## config.mk

```make
export PLATFORM = sky130hd
export DESIGN_NAME = dmem_arbiter
export DESIGN_NICKNAME = d
export VERILOG_FILES = /design/src/rtl/dmem_arb_pkg.sv /design/src/rtl/rr_picker.sv /design/src/rtl/dmem_arbiter.sv
export SDC_FILE = /design/constraint.sdc
export NUM_CORES = 1
export LEC_CHECK = 0
export CORE_AREA = 2 2 320 322
export CTS_CLUSTER_SIZE = 28
export DETAILED_ROUTE_END_ITERATION = 8
export DIE_AREA = 0 0 322 324
export GPL_TIMING_DRIVEN = 0
export PLACE_DENSITY_LB_ADDON = 0.15
export SLEW_MARGIN = 20
export SYNTH_ARGS = -nofsm -noshare
export SYNTH_HDL_FRONTEND = slang
export SYNTH_SLANG_ARGS = --single-unit
```

## constraint.sdc

```tcl
create_clock -name clk -period 1.9 [get_ports clk]
set_clock_uncertainty 0.1 [all_clocks]
set_input_delay 0.285 -clock clk [delete_from_list [all_inputs] [get_ports clk]]
set_output_delay 0.285 -clock clk [all_outputs]
set_load 0.02 [all_outputs]
```

## src/rtl/dmem_arb_pkg.sv

```systemverilog
// Shared defaults and types for the data-memory arbiter.
// The requester-id type is sized for the default requester count.
package dmem_arb_pkg;

  localparam int N_REQ_DEF  = 3;
  localparam int ADDR_W_DEF = 8;
  localparam int DATA_W_DEF = 128;

  localparam int REQ_ID_W = (N_REQ_DEF > 1) ? $clog2(N_REQ_DEF) : 1;

  typedef logic [REQ_ID_W-1:0] req_id_t;

  // Requester that follows id in round-robin order.
  function automatic req_id_t next_req_id(input req_id_t id);
    if (int'(id) == N_REQ_DEF - 1) return '0;
    return id + 1'b1;
  endfunction

endpackage

```

## src/rtl/rr_picker.sv

```systemverilog
// Combinational masked priority picker: the lowest valid index at or above ptr wins,
// otherwise the lowest valid index overall; output is one-hot or zero.
module rr_picker
  import dmem_arb_pkg::*;
#(
  parameter int N  = N_REQ_DEF,
  parameter int PW = REQ_ID_W
) (
  input  logic [N-1:0]  valid,
  input  logic [PW-1:0] ptr,
  output logic [N-1:0]  grant
);

  logic found;

  always_comb begin
    grant = '0;
    found = 1'b0;
    for (int i = 0; i < N; i++) begin
      if (!found && valid[i] && (i >= int'(ptr))) begin
        grant[i] = 1'b1;
        found    = 1'b1;
      end
    end
    // Wrap-around pass covers requesters below the pointer.
    for (int i = 0; i < N; i++) begin
      if (!found && valid[i]) begin
        grant[i] = 1'b1;
        found    = 1'b1;
      end
    end
  end

endmodule

```

## src/rtl/dmem_arbiter.sv

```systemverilog
// N-requester single-port data memory arbiter; reads return one cycle after grant.
// Define DMEM_ARB_RR_EN for round-robin arbitration, otherwise fixed priority (lowest index wins).
module dmem_arbiter
  import dmem_arb_pkg::*;
#(
  parameter int N_REQ  = N_REQ_DEF,
  parameter int ADDR_W = ADDR_W_DEF,
  parameter int DATA_W = DATA_W_DEF
) (
  input  logic                     clk,
  input  logic                     rst,
  input  logic [N_REQ-1:0]         req_valid,
  output logic [N_REQ-1:0]         req_ready,
  input  logic [N_REQ-1:0]         req_we,
  input  logic [N_REQ*ADDR_W-1:0]  req_addr,
  input  logic [N_REQ*DATA_W-1:0]  req_wdata,
  output logic [N_REQ-1:0]         rsp_valid,
  output logic [DATA_W-1:0]        rsp_rdata,
  output logic                     mem_we,
  output logic [ADDR_W-1:0]        mem_addr,
  output logic [DATA_W-1:0]        mem_wdata,
  input  logic [DATA_W-1:0]        mem_rdata
);

  localparam int ID_W = (N_REQ > 1) ? $clog2(N_REQ) : 1;

  logic [N_REQ-1:0] grant;
  logic [N_REQ-1:0] rd_pend;

`ifdef DMEM_ARB_RR_EN
  logic [ID_W-1:0] ptr;
  logic [ID_W-1:0] grant_id;

  rr_picker #(.N(N_REQ), .PW(ID_W)) u_picker (
    .valid (req_valid),
    .ptr   (ptr),
    .grant (grant)
  );

  always_comb begin
    grant_id = '0;
    for (int i = 0; i < N_REQ; i++) begin
      if (grant[i]) grant_id = ID_W'(i);
    end
  end

  // Winner drops to lowest priority; the pointer only moves on an actual grant.
  always_ff @(posedge clk or posedge rst) begin
    if (rst) begin
      ptr <= '0;
    end else if (|grant) begin
      ptr <= (int'(grant_id) == N_REQ - 1) ? '0 : grant_id + 1'b1;
    end
  end
`else
  rr_picker #(.N(N_REQ), .PW(ID_W)) u_picker (
    .valid (req_valid),
    .ptr   ('0),
    .grant (grant)
  );
`endif

  assign req_ready = rst ? '0 : grant;

  always_comb begin
    mem_we    = 1'b0;
    mem_addr  = '0;
    mem_wdata = '0;
    for (int i = 0; i < N_REQ; i++) begin
      if (req_ready[i]) begin
        mem_we    = req_we[i];
        mem_addr  = req_addr[i*ADDR_W +: ADDR_W];
        mem_wdata = req_wdata[i*DATA_W +: DATA_W];
      end
    end
  end

  // Tracks which requester owns the read data arriving next cycle.
  always_ff @(posedge clk or posedge rst) begin
    if (rst) begin
      rd_pend <= '0;
    end else begin
      rd_pend <= req_ready & ~req_we;
    end
  end

  assign rsp_valid = rd_pend;
  assign rsp_rdata = mem_rdata;

endmodule

```

==> results.py <==
metrics = {
    "detailed_routing": {
        "drc": 0,
        "via_count": 7550,
        "dr.pass1.iters": 4,
        "viasPerCell": 2.84,
        "routed_wl_um": 47100,
        "drt_iter0_drc": 180,
        "wl_per_cell_um": 17.7,
        "ant_nets": 0,
    },
    "clocking": {
        "clockRootBuffer": "clkbuf_16",
        "cts_tree": "yes",
        "cts_sinks": 3,
        "h-tree-depth": 1,
        "cts_buffers": 3,
        "path_clk_slew_ns": 0.03,
        "cts_buffer_depth": 2,
    },
    "logic_synthesis": {
        "synth_area_um2": 3660,
        "syn_area_per_cell_um2": 6.01,
        "synth_fa_ha_area_frac": 0,
        "ys_types": 12,
        "yosys_register_bits": 3,
        "synth_compound_area_frac": 0.328,
        "synthesis.instances": 609,
        "syn_nets": 1153,
        "synth_simple_gate_area_frac": 0.292,
        "yosysWarnings": 0,
        "synthXorXnorAreaFrac": 0,
        "ys_seq_area_frac": 0.0205,
        "synth_top_family_by_area": "buffers and inverters",
        "muxShareOfSynthArea": 0,
    },
    "worst_setup_path": {
        "slowest_stage": "or4b_4",
        "crit_path_start_kind": "input pin",
        "crit_chain": "buf_8 > or4b_4 > clkbuf_16 > buf_16 > clkbuf_16 > buf_8 > buf_6 > nor2_4 > nor2_2 > buf_6",
        "cp-end-kind": "output pin",
        "cp_data_arrival_time_ns": 1.99,
        "crit_path_max_fanout": 5,
        "worstPathRequired_ns": 1.51,
        "startpoint": "req_valid[0]",
        "critical_path_class": "input pin to output pin",
        "critPathMaxStageDelay_ns": 0.57,
    },
    "finish": {
        "n_fill_cell": 11559,
        "layout_commonest_cell": "clkdlybuf4s50_1",
        "finalNetCount": 1896,
        "final_cell_mix": "clkdlybuf4s50_1 (542), buf_4 (203), nor2_2 (169)",
        "area_growth_pct": 292,
        "largest_reg_flops": 3,
        "drive_gt1_frac": 0.466,
    },
    "timing": {
        "slew-limit-headroom": 0.652,
        "holdWs_ns": 0.531,
        "setup_viol": 137,
        "period_share": 1.25,
        "worst_slack_ns": -0.470,
        "layout_min_cycle_time_ns": 2.37,
        "tightest_slew_ns": 0.522,
        "fmax_mhz": 422,
        "finalMaxSlewViolations": 0,
        "rsz0062_at_grt": "true",
        "hold_violations": 0,
    },
    "run_status": {
        "outcome": "finished with violations",
        "violations": "setup timing",
    },
    "grt": {
        "track_usage": 0.0821,
        "grt_start_max_net_pins": 11,
        "grt_overflow": 0,
        "antenna_found_initial": 3,
        "grt_pass1_vias": 8139,
        "grt_pass1_wl_um": 60700,
    },
    "placement": {
        "port_buffers": 686,
        "hpwl_um": 39400,
        "finalWeightedCongestion": 0.741,
    },
    "floorplanning": {
        "core-area_um2": 101000,
        "num_io_pins": 815,
        "die-area_um2": 104000,
        "placementRows": 117,
        "start_util": 0.0363,
        "die_w_um": 322,
        "die_y_um": 324,
    },
    "min_path": {
        "min_path_cells": 2,
        "hold_path_end": "rsp_valid[1]",
        "hp-class": "input pin to flip-flop",
        "min_from": "req_we[1]",
    },
    "pwr": {
        "ir_drop_uv": 200,
        "pwr_density_cell_nw_per_um2": 259,
        "leakage_nw": 5.35,
        "p_total_mw": 3.72,
    },
    "job": {
        "cap_violations": 0,
    },
}
==> worst max-delay path: cells and delay by family <==
| kind | cells | cell delay, ns |
|---|---|---|
| buffers and inverters | 7 | 0.99 |
| AND/OR/NAND/NOR | 3 | 0.68 |
==> area by class of cell <==
class	count	area [um^2]	area share
Antenna cell	3	7.51	0.000523
Sequential cell	3	75.1	0.00523
Timing Repair Buffer	739	7560	0.526
Clock buffer	4	78.8	0.00549
Buffer	187	1740	0.121
Inverter	2	15.0	0.00105
Tap cell	1309	1640	0.114
Multi-Input combinational cell	416	3250	0.226
==> worst max-delay path by stage <==
| stage | endpoint | slack, ns | depth (start not counted) |
|---|---|---|---|
| final | mem_wdata[60] | -0.47 | 10 |
| after global routing | mem_wdata[60] | -0.52 | 10 |
| after CTS | mem_wdata[60] | -0.51 | 10 |
| after detailed placement | mem_wdata[18] | -2.48 | 7 |
| after global placement | mem_wdata[26] | -3.02 | 7 |
| after floorplan | mem_wdata[126] | 0.0003 | 5 |
==> cell usage after synthesis <==
library cell / number / area share
nor2_1: 274 / 0.28
a221oi_1: 137 / 0.33
buf_4: 131 / 0.27
buf_2: 25 / 0.034
clkbuf_1: 21 / 0.022
buf_6: 11 / 0.034
dfrtp_1: 3 / 0.020
nor2b_1: 3 / 0.0051
inv_1: 1 / 0.0010
inv_2: 1 / 0.0010
nor3b_1: 1 / 0.0021
or4b_4: 1 / 0.0038
==> logic make-up (layout without fill, tap and decap cells) <==
| family | Yosys count | in the layout |
|---|---|---|
| simple gates | 279 | 279 |
| buf+inv | 190 | 932 |
| flops | 3 | 3 |
| other cells | 0 | 3 |
| compound gates | 137 | 137 |
==> power breakdown <==
part           switching (mW)  internal [mW]
combinational            1.41           1.91
sequential           0.000415         0.0661
clock                  0.0519          0.276
total                    1.46           2.25
==> what timing repair did <==
action                     4_1_cts  5_1_grt
hold endpoints to repair         3        0
cloned                          11        0
pin swaps                       37        5
setup endpoints to repair      142      140
gates resized for setup        962      130
hold buffers                     1        0
buffers inserted                38        3
==> through the flow <==
stage | setup TNS (ns) | setup slack (ns) | instance area [um^2] | util | cells
floorplan | 0 | 0.000255 | 3980 | - | 609
global placement | -331.01 | -3.02 | 12500 | 0.124 | 2604
detailed placement | -264.75 | -2.48 | 12500 | 0.124 | 2605
CTS | -54.17 | -0.514 | 14100 | 0.140 | 2659
global route | -53.29 | -0.516 | 14400 | 0.142 | 2661
finish | -44.67 | -0.470 | 14400 | 0.142 | 2663
==> layer usage <==
layer	GRT usage	up-vias	share of wire
met5	0	-	0.00036
met4	0.0103	2	0.010
met3	0.0204	20	0.080
met2	0.162	468	0.54
met1	0.0893	3505	0.37
li1	-	3555	-
No activity file was read; power rests on OpenSTA's default activity.
